[src/rtl/mc_ctrl_pkg.sv]
// Shared types and encodings for the multi-cycle control unit.
// MC_CTRL_ROT_EN (see mc_ctrl_decode) enables the rotate opcodes.
package mc_ctrl_pkg;

    localparam int unsigned OPC_W    = 6;
    localparam int unsigned ALUSEL_W = 5;
    localparam int unsigned PCSRC_W  = 2;

    typedef enum logic [2:0] {
        ST_FETCH  = 3'd0,
        ST_DECODE = 3'd1,
        ST_EXEC   = 3'd2,
        ST_MEM    = 3'd3,
        ST_WB     = 3'd4,
        ST_TRAP   = 3'd5
    } state_e;

    typedef enum logic [2:0] {
        CLS_ALU     = 3'd0,
        CLS_ALUI    = 3'd1,
        CLS_LOAD    = 3'd2,
        CLS_STORE   = 3'd3,
        CLS_JR      = 3'd4,
        CLS_JAL     = 3'd5,
        CLS_BRANCH  = 3'd6,
        CLS_ILLEGAL = 3'd7
    } ins_class_e;

    localparam logic [OPC_W-1:0] OPC_ANDR = 6'b100000;
    localparam logic [OPC_W-1:0] OPC_NORR = 6'b100110;
    localparam logic [OPC_W-1:0] OPC_NOTR = 6'b000100;
    localparam logic [OPC_W-1:0] OPC_ROLV = 6'b000000;
    localparam logic [OPC_W-1:0] OPC_RORV = 6'b000010;
    localparam logic [OPC_W-1:0] OPC_NORI = 6'b001110;
    localparam logic [OPC_W-1:0] OPC_LW   = 6'b100011;
    localparam logic [OPC_W-1:0] OPC_SW   = 6'b101011;
    localparam logic [OPC_W-1:0] OPC_JR   = 6'b001000;
    localparam logic [OPC_W-1:0] OPC_JAL  = 6'b000011;
    localparam logic [OPC_W-1:0] OPC_BLEU = 6'b010000;

    localparam logic [PCSRC_W-1:0] PC_SRC_SEQ    = 2'd0;
    localparam logic [PCSRC_W-1:0] PC_SRC_BRANCH = 2'd1;
    localparam logic [PCSRC_W-1:0] PC_SRC_JUMP   = 2'd2;
    localparam logic [PCSRC_W-1:0] PC_SRC_REG    = 2'd3;

endpackage

[src/rtl/mc_ctrl_decode.sv]
// Combinational opcode-to-class decode.
// MC_CTRL_ROT_EN: when defined, rolv/rorv decode as register ALU ops; otherwise illegal.
module mc_ctrl_decode
    import mc_ctrl_pkg::*;
(
    input  logic [OPC_W-1:0] opcode_i,
    output logic [2:0]       ins_class_o
);

    always_comb begin
        ins_class_o = CLS_ILLEGAL;
        case (opcode_i)
            OPC_ANDR, OPC_NORR, OPC_NOTR: ins_class_o = CLS_ALU;
`ifdef MC_CTRL_ROT_EN
            OPC_ROLV, OPC_RORV:           ins_class_o = CLS_ALU;
`else
            OPC_ROLV, OPC_RORV:           ins_class_o = CLS_ILLEGAL;
`endif
            OPC_NORI:                     ins_class_o = CLS_ALUI;
            OPC_LW:                       ins_class_o = CLS_LOAD;
            OPC_SW:                       ins_class_o = CLS_STORE;
            OPC_JR:                       ins_class_o = CLS_JR;
            OPC_JAL:                      ins_class_o = CLS_JAL;
            OPC_BLEU:                     ins_class_o = CLS_BRANCH;
            default:                      ins_class_o = CLS_ILLEGAL;
        endcase
    end

endmodule

[src/rtl/multicycle_control.sv]
// Multi-cycle FETCH/DECODE/EXEC/MEM/WB sequencer with memory handshake, traps and retire counter.
// Build option MC_CTRL_ROT_EN is resolved in mc_ctrl_decode.
module multicycle_control
    import mc_ctrl_pkg::*;
#(
    parameter int unsigned INS_W = 32,
    parameter int unsigned CNT_W = 16,
    parameter int unsigned TMO_W = 8
) (
    input  logic                 clk,
    input  logic                 reset_n,
    input  logic [INS_W-1:0]     ins,
    input  logic                 mem_ready,
    input  logic                 branch_cond,
    output logic                 mem_req,
    output logic                 mem_we,
    output logic                 ir_load,
    output logic                 pc_write,
    output logic [PCSRC_W-1:0]   pc_src,
    output logic                 reg_we,
    output logic                 reg_dst,
    output logic                 alu_src,
    output logic                 mem_to_reg,
    output logic                 branch_en,
    output logic [ALUSEL_W-1:0]  alu_sel,
    output logic                 illegal,
    output logic                 bus_err,
    output logic [2:0]           state,
    output logic [CNT_W-1:0]     retired
);

    // Trap fires on the edge that ends the (2^TMO_W-1)th wait cycle.
    localparam logic [TMO_W-1:0] WAIT_LAST = {{(TMO_W-1){1'b1}}, 1'b0};

    state_e            state_q, state_d;
    logic [TMO_W-1:0]  wait_q, wait_d;
    logic [CNT_W-1:0]  retired_q, retired_d;
    logic              illegal_q, illegal_d;
    logic              bus_err_q, bus_err_d;
    logic              retire;
    logic              mem_wait;
    logic [2:0]        cls_raw;
    ins_class_e        cls;
    logic              ins_unused;

    assign ins_unused = ^ins[INS_W-OPC_W-1:0];

    mc_ctrl_decode u_decode (
        .opcode_i    (ins[INS_W-1 -: OPC_W]),
        .ins_class_o (cls_raw)
    );

    assign cls = ins_class_e'(cls_raw);

    always_ff @(posedge clk or negedge reset_n) begin
        if (!reset_n) begin
            state_q   <= ST_FETCH;
            wait_q    <= '0;
            retired_q <= '0;
            illegal_q <= 1'b0;
            bus_err_q <= 1'b0;
        end else begin
            state_q   <= state_d;
            wait_q    <= wait_d;
            retired_q <= retired_d;
            illegal_q <= illegal_d;
            bus_err_q <= bus_err_d;
        end
    end

    // Next-state and Moore outputs; FETCH strobes are gated so reset holds them low.
    always_comb begin
        state_d    = state_q;
        wait_d     = wait_q;
        retired_d  = retired_q;
        illegal_d  = illegal_q;
        bus_err_d  = bus_err_q;
        retire     = 1'b0;
        mem_wait   = 1'b0;
        mem_req    = 1'b0;
        mem_we     = 1'b0;
        ir_load    = 1'b0;
        pc_write   = 1'b0;
        pc_src     = PC_SRC_SEQ;
        reg_we     = 1'b0;
        reg_dst    = 1'b0;
        alu_src    = 1'b0;
        mem_to_reg = 1'b0;
        branch_en  = 1'b0;
        alu_sel    = '0;

        case (state_q)
            ST_FETCH: begin
                mem_req = reset_n;
                if (mem_ready) begin
                    ir_load  = reset_n;
                    pc_write = reset_n;
                    state_d  = ST_DECODE;
                end else begin
                    mem_wait = 1'b1;
                end
            end
            ST_DECODE: begin
                if (cls == CLS_ILLEGAL) begin
                    state_d   = ST_TRAP;
                    illegal_d = 1'b1;
                end else begin
                    state_d = ST_EXEC;
                end
            end
            ST_EXEC: begin
                alu_sel = ins[INS_W-1 -: ALUSEL_W];
                case (cls)
                    CLS_ALU: begin
                        reg_dst = 1'b1;
                        state_d = ST_WB;
                    end
                    CLS_ALUI: begin
                        alu_src = 1'b1;
                        reg_dst = 1'b1;
                        state_d = ST_WB;
                    end
                    CLS_LOAD, CLS_STORE: begin
                        alu_src = 1'b1;
                        state_d = ST_MEM;
                    end
                    CLS_JR: begin
                        pc_write = 1'b1;
                        pc_src   = PC_SRC_REG;
                        state_d  = ST_FETCH;
                        retire   = 1'b1;
                    end
                    CLS_JAL: state_d = ST_WB;
                    CLS_BRANCH: begin
                        branch_en = 1'b1;
                        pc_write  = branch_cond;
                        pc_src    = PC_SRC_BRANCH;
                        state_d   = ST_FETCH;
                        retire    = 1'b1;
                    end
                    default: begin
                        state_d   = ST_TRAP;
                        illegal_d = 1'b1;
                    end
                endcase
            end
            ST_MEM: begin
                mem_req = 1'b1;
                mem_we  = (cls == CLS_STORE);
                if (mem_ready) begin
                    if (cls == CLS_STORE) begin
                        state_d = ST_FETCH;
                        retire  = 1'b1;
                    end else begin
                        state_d = ST_WB;
                    end
                end else begin
                    mem_wait = 1'b1;
                end
            end
            ST_WB: begin
                reg_we     = 1'b1;
                mem_to_reg = (cls == CLS_LOAD);
                if (cls == CLS_JAL) begin
                    pc_write = 1'b1;
                    pc_src   = PC_SRC_JUMP;
                end
                state_d = ST_FETCH;
                retire  = 1'b1;
            end
            ST_TRAP: state_d = ST_TRAP;
            default: state_d = ST_TRAP;
        endcase

        if (mem_wait) begin
            if (wait_q == WAIT_LAST) begin
                state_d   = ST_TRAP;
                bus_err_d = 1'b1;
            end
            wait_d = wait_q + 1'b1;
        end

        if ((state_d != state_q) && ((state_d == ST_FETCH) || (state_d == ST_MEM))) begin
            wait_d = '0;
        end

        if (retire) begin
            retired_d = retired_q + 1'b1;
        end
    end

    assign state   = state_q;
    assign retired = retired_q;
    assign illegal = illegal_q;
    assign bus_err = bus_err_q;

endmodule

[config.mk]
export PLATFORM = sky130hd
export DESIGN_NAME = multicycle_control
export DESIGN_NICKNAME = d
export VERILOG_FILES = /design/src/rtl/mc_ctrl_pkg.sv /design/src/rtl/mc_ctrl_decode.sv /design/src/rtl/multicycle_control.sv
export SDC_FILE = /design/constraint.sdc
export NUM_CORES = 1
export LEC_CHECK = 0
export CAP_MARGIN = 20
export CORE_MARGIN = 4
export CORE_UTILIZATION = 46
export CTS_CLUSTER_SIZE = 12
export DETAILED_ROUTE_END_ITERATION = 8
export PLACE_DENSITY = 0.81
export SYNTH_ARGS = -nofsm -noshare
export SYNTH_HDL_FRONTEND = slang
export SYNTH_HIERARCHICAL = 1
export SYNTH_SLANG_ARGS = --single-unit
[constraint.sdc]
create_clock -name clk -period 2.77 [get_ports clk]
set_input_delay 0.4155 -clock clk [delete_from_list [all_inputs] [get_ports clk]]
set_output_delay 0.4155 -clock clk [all_outputs]
set_load 0.05 [all_outputs]
==> results.py, run 1 <==
metrics = {
    "timing": {
        "fin_crit_ns": 2.67,
        "worst-slew-pin-transition_ns": 0.538,
        "period_share_pct": 96.5,
        "setup_viol": 0,
        "timing.final.ws_setup_ns": 0.0975,
        "fmaxAchievable_mhz": 374,
        "slew_headroom_pct": 64.1,
        "rsz0062_at_grt": "no",
        "whs_ns": 0.352,
        "fin_worst_skew_ns": 0.00771,
        "finalHoldViolCount": 0,
        "slew_viol_final": 0,
    },
    "routing": {
        "drt_wl_total_um": 5330,
        "vias": 1997,
        "dr.pass1.iters": 4,
        "wire_per_inst_um": 15.3,
        "drtIter0Drc": 104,
        "route.detailed.drc": 0,
        "viasPerCell": 5.74,
        "ant_nets": 0,
    },
    "place": {
        "io_buffers": 46,
        "post-place-cells": 337,
        "place_ws_ns": -0.193,
        "gp_congestion": 0.883,
        "hpwlAfterDp_um": 3950,
    },
    "worst_setup_path": {
        "worstPathRequired_ns": 2.35,
        "critical_path_class": "primary input to output pin",
        "r2r_end": "state[2]$_DFF_PN0_",
        "start_kind": "primary input",
        "crit_fanout": 8,
        "reg2reg_depth": 5,
        "worstSetupEndpointType": "output pin",
        "r2r-start": "state[1]$_DFF_PN0_",
        "arrival_ns": 2.26,
        "reg2reg_slack_ns": 0.74,
    },
    "synthesis": {
        "ys_seq_area_share_pct": 34.2,
        "ys_top_cells_by_area": "dfrtp_1 34%, xnor2_1 7.0%, a21oi_1 3.5%",
        "synth_top_area_share_pct": 34.2,
        "synth_ff_type": "dfrtp_1",
        "async_flop_share_pct": 100,
        "syn_nets": 259,
        "synthDominantAreaCellType": "dfrtp_1",
        "syn_area_mm2": 0.00212,
        "avgSynthCellArea_um2": 9.65,
        "synth_most_common_cell": "dfrtp_1",
        "syn_inst": 220,
        "yosys-top-cells-count": "29 x dfrtp_1, 17 x xnor2_1, 15 x a21oi_1",
        "ys_seq_elements": 29,
        "ys_warn_count": 6,
        "synth_edf_count": 0,
        "yosysUniqueCellTypes": 61,
    },
    "global_routing": {
        "grt_pass1_vias": 1979,
        "grt.total_usage_pct": 19.0,
        "grt_max_degree": 28,
        "antenna_found_initial": 0,
        "grt_pass1_wl_um": 9090,
        "grt.overflow.total": 0,
    },
    "floorplan": {
        "core_mm2": 0.00441,
        "dieArea_mm2": 0.00576,
        "ios": 73,
        "initial_core_util_pct": 48.1,
        "die_y_um": 75.9,
        "die_w_um": 75.9,
        "rows": 24,
    },
    "layout": {
        "fin_util_pct": 69.3,
        "nFillCells": 331,
        "drive_gt1_share_pct": 30.7,
        "layout.nets": 335,
        "diodes": 0,
        "instances_no_fill": 348,
        "areaGrowthSynthToFinish_pct": 44.2,
    },
    "cts": {
        "path_clk_slew_ns": 0.06,
        "cts_tree": "done",
        "clock_latency_ns": 0.29,
        "cts.sinks": 29,
        "clockBufferDepth": 2,
        "cts_root_buffer": "clkbuf_8",
        "cts_htree_levels": 2,
        "cts_buffers": 5,
    },
    "status": {
        "status": "complete, no violations",
    },
    "pwr": {
        "p_per_area_mw_per_mm2": 736,
        "p_leak_nw": 1.28,
        "ir_drop_v": 0.000417,
    },
    "min_path": {
        "hold_path.class": "primary input to asynchronous set/reset pin",
    },
    "flow_run": {
        "drv_cap": 0,
    },
}
## timing repair
item / CTS / global route
resized for setup: 10 / 2
hold buffers: 0 / 0
endpoints found under the setup margin: 8 / 4
pin swaps: 1 / 2
setup buffers: 0 / 4
## placed cells by master (no fill, tap or decap), types with 3 or more instances in the layout
master and count:
nand3_1 4, nand2b_1 3, inv_1 7, o21ai_0 7, xor2_1 7, and2_1 3
nor3_2 3, o2111ai_1 4, a21oi_1 13, and3_1 11, clkdlybuf4s50_1 27, nor3_1 4
o211ai_1 5, buf_4 41, clkbuf_8 6, nand2_1 9, buf_12 10, xnor2_1 17
ha_1 3, nor2_1 12, dfrtp_1 29, nand3b_1 3, nor3b_1 3, nand4_1 7
dlygate4sd2_1 4
## registers in the layout (all words and copies together) (netlist names)
signal	cells
bus_err	1
illegal	1
retired	16
state	3
wait_q	8
## worst max-delay path, stage by stage
cell and delay, ns:
dlygate4sd2_1 0.26, buf_4 0.16, or4b_1 0.52, o211ai_2 0.10
a21oi_4 0.10, buf_4 0.18, nor2b_2 0.15, and3b_2 0.23
buf_12 0.14
## layer usage
| layer | GRT usage (%) | part of all wire (%) | vias to the layer above |
|---|---|---|---|
| li1 | - | - | 960 |
| met1 | 21.3 | 42 | 963 |
| met2 | 32.2 | 51 | 61 |
| met3 | 6.52 | 5.4 | 13 |
| met4 | 8.19 | 2.3 | 0 |
| met5 | 0 | 0 | - |
## kinds of logic after synthesis
logic type                 share of synthesized area [%]
buffers and inverters                               5.37
AOI/OAI and AO/OA                                   19.0
DFF                                                 34.2
and+or+nand+nor                                     27.9
adders and majority gates                           1.77
muxes                                               1.00
xor gates and xnor gates                            10.7
## per-stage QoR
step	power, mW	TNS (ns)	cell area [µm²]
finish	2.25	0	3060
global route	2.40	0	3060
CTS	2.25	0	3020
detailed placement	1.89	-3.18	2910
global placement	1.86	-1.43	2910
floorplan	1.45	0	2150
## where the power goes
| group | internal, mW | switching, mW | total (mW) |
|---|---|---|---|
| clock | 0.197 | 0.158 | 0.355 |
| combinational | 0.508 | 0.770 | 1.28 |
| sequential | 0.498 | 0.122 | 0.620 |
| total | 1.20 | 1.05 | 2.25 |
## how the worst max path moves through the flow
stage          depth (start not counted)                    end    start
6_report                               9             mem_to_reg  ins[28]
4_1_cts                                8               pc_write  ins[30]
3_3_place_gp                           8               pc_write  ins[29]
2_1_floorplan                          7                 mem_we  ins[28]
3_5_place_dp                          11  wait_q[5]$_DFFE_PN0P_  ins[27]
5_1_grt                               10               pc_write  ins[28]
## cell type report
cell class	instances	area, µm²	area share, %
Tap cell	52	65.1	2.13
Clock buffer	7	86.3	2.82
Timing Repair Buffer	82	813	26.6
Sequential cell	29	726	23.7
Inverter	7	26.3	0.859
Multi-Input combinational cell	171	1340	43.9
Power figures use the tool's default switching activity.
==> inputs of run 2 (changes only) <==
- TNS_END_PERCENT: unset -> 1
==> results.py, run 2 (synthesized netlist as in run 1, its figures left out) <==
metrics = {
    "status": {
        "status": "complete, no violations",
    },
    "timing": {
        "slew_viol_final": 0,
        "finalHoldViolCount": 0,
        "timing.final.ws_setup_ns": 0.140,
        "fin_worst_skew_ns": 0.00515,
        "fmaxAchievable_mhz": 380,
        "worst-slew-pin-transition_ns": 0.533,
        "rsz0062_at_grt": "no",
        "fin_crit_ns": 2.63,
        "setup_viol": 0,
        "slew_headroom_pct": 64.4,
        "period_share_pct": 95.0,
    },
    "worst_setup_path": {
        "worstPathRequired_ns": 2.35,
        "critical_path_class": "primary input to output pin",
        "arrival_ns": 2.21,
        "slowest_stage": "o31a_1",
        "start_kind": "primary input",
        "critPathMostFrequentCell": "nor2_1",
        "worstSetupEndpointType": "output pin",
        "crit_fanout": 7,
        "slowest_delay_ns": 0.37,
        "worst-path-buf-inv": 4,
        "path_cells": "dlygate4sd2_1 > buf_4 > o21bai_1 > o211ai_1 > o31a_1 > buf_6 > nor2_1 > a21oi_2 > nor2_1 > buf_12",
        "path_delay_family": "buffers and inverters",
    },
    "pwr": {
        "p_leak_nw": 1.27,
        "p_per_area_mw_per_mm2": 751,
        "ir_drop_v": 0.000655,
    },
    "routing": {
        "ant_nets": 0,
        "dr.pass1.iters": 4,
        "drt_wl_total_um": 5170,
        "drtIter0Drc": 121,
        "vias": 1903,
        "route.detailed.drc": 0,
        "wire_per_inst_um": 15.1,
        "viasPerCell": 5.58,
    },
    "layout": {
        "drive_gt1_share_pct": 27.3,
        "layout.nets": 327,
        "fin_util_pct": 67.9,
        "areaGrowthSynthToFinish_pct": 41.3,
        "final_common_cell": "buf_4",
        "largest_register_ff_count": 16,
        "diodes": 0,
        "final_cell_mix": "32 x buf_4, 29 x dfrtp_1, 25 x clkdlybuf4s50_1",
        "nFillCells": 330,
    },
    "cts": {
        "cts_htree_levels": 2,
        "cts_buffers": 5,
        "clock_latency_ns": 0.28,
        "cts_root_buffer": "clkbuf_8",
        "cts.sinks": 29,
        "postCtsHoldBufs": 0,
        "clockBufferDepth": 2,
        "path_clk_slew_ns": 0.06,
        "cts_tree": "done",
    },
    "global_routing": {
        "grt.overflow.total": 0,
        "grt_max_degree": 27,
        "grt_pass1_vias": 1921,
        "grt.total_usage_pct": 18.4,
        "grt_pass1_wl_um": 8930,
        "antenna_found_initial": 0,
    },
    "floorplan": {
        "core_mm2": 0.00441,
        "dieArea_mm2": 0.00576,
        "die_y_um": 75.9,
        "ios": 73,
        "die_w_um": 75.9,
        "rows": 24,
        "initial_core_util_pct": 48.1,
    },
    "place": {
        "place_ws_ns": -0.208,
        "gp_congestion": 0.910,
        "hpwlAfterDp_um": 3770,
        "io_buffers": 46,
    },
    "min_path": {
        "hold_path.class": "primary input to asynchronous set/reset pin",
    },
    "flow_run": {
        "drv_cap": 0,
    },
}
[run 2: path summary, 6_finish.rpt]
kind | depth (start not counted) | from | slack (ns) | to
hold reg to reg | 1 | illegal$_DFFE_PN0P_ | 0.45 | illegal$_DFFE_PN0P_
hold / removal | 1 | reset_n | 0.38 | wait_q[5]$_DFFE_PN0P_
setup reg to reg | 6 | state[2]$_DFF_PN0_ | 0.86 | retired[13]$_DFFE_PN0P_
setup / recovery | 10 | ins[27] | 0.14 | pc_src[1]
max in group asynchronous | 2 | reset_n | 1.76 | wait_q[1]$_DFFE_PN0P_
min in group clk | 1 | illegal$_DFFE_PN0P_ | 0.45 | illegal$_DFFE_PN0P_
[run 2: final cells by class]
type | instances | area [µm²] | share of cell area, %
multi-input combinational | 171 | 1320 | 43.9
clock buffer | 7 | 96.3 | 3.21
inverter | 7 | 26.3 | 0.876
timing repair buffer | 74 | 763 | 25.4
sequential | 29 | 726 | 24.2
tap | 52 | 65.1 | 2.17
clock inverter | 1 | 5.00 | 0.167
[run 2: repair_timing]
action | in CTS | in global routing
endpoints found under the setup margin | 8 | 14
cloned | 0 | 0
pin swaps | 0 | 1
setup buffers | 1 | 0
gates resized for setup | 7 | 5
[run 2: worst register-to-register path, stage by stage, from the launching register on]
cell       delay (ns)
dfrtp_1          0.51
buf_4            0.23
nand4bb_4        0.27
a2111oi_4        0.31
buf_4            0.19
o211ai_1         0.12
xnor2_1          0.15
[run 2: metrics by stage]
step	setup TNS, ns	std cells	cell area (µm²)	total power, mW	hold WS [ns]
after detailed placement	-3.97	332	2870	1.86	0.446
after global placement	-3.53	332	2870	1.83	0.442
final	0	341	3000	2.25	0.378
after global routing	0	341	3000	2.39	0.387
after floorplan	-0.265	220	2140	1.45	0.120
after CTS	0	341	2980	2.26	0.374
[run 2: power breakdown]
| part | internal, mW | switching, mW |
|---|---|---|
| clock | 0.224 | 0.162 |
| sequential | 0.498 | 0.134 |
| combinational | 0.487 | 0.748 |
[run 2: metal layers]
layer / part of all wire (%) / global-route usage [%] / vias to the layer above
met5: 0 / 0 / -
li1: - / - / 940
met4: 1.4 / 5.52 / 0
met2: 49 / 29.5 / 47
met3: 4.6 / 5.45 / 9
met1: 45 / 23.8 / 907
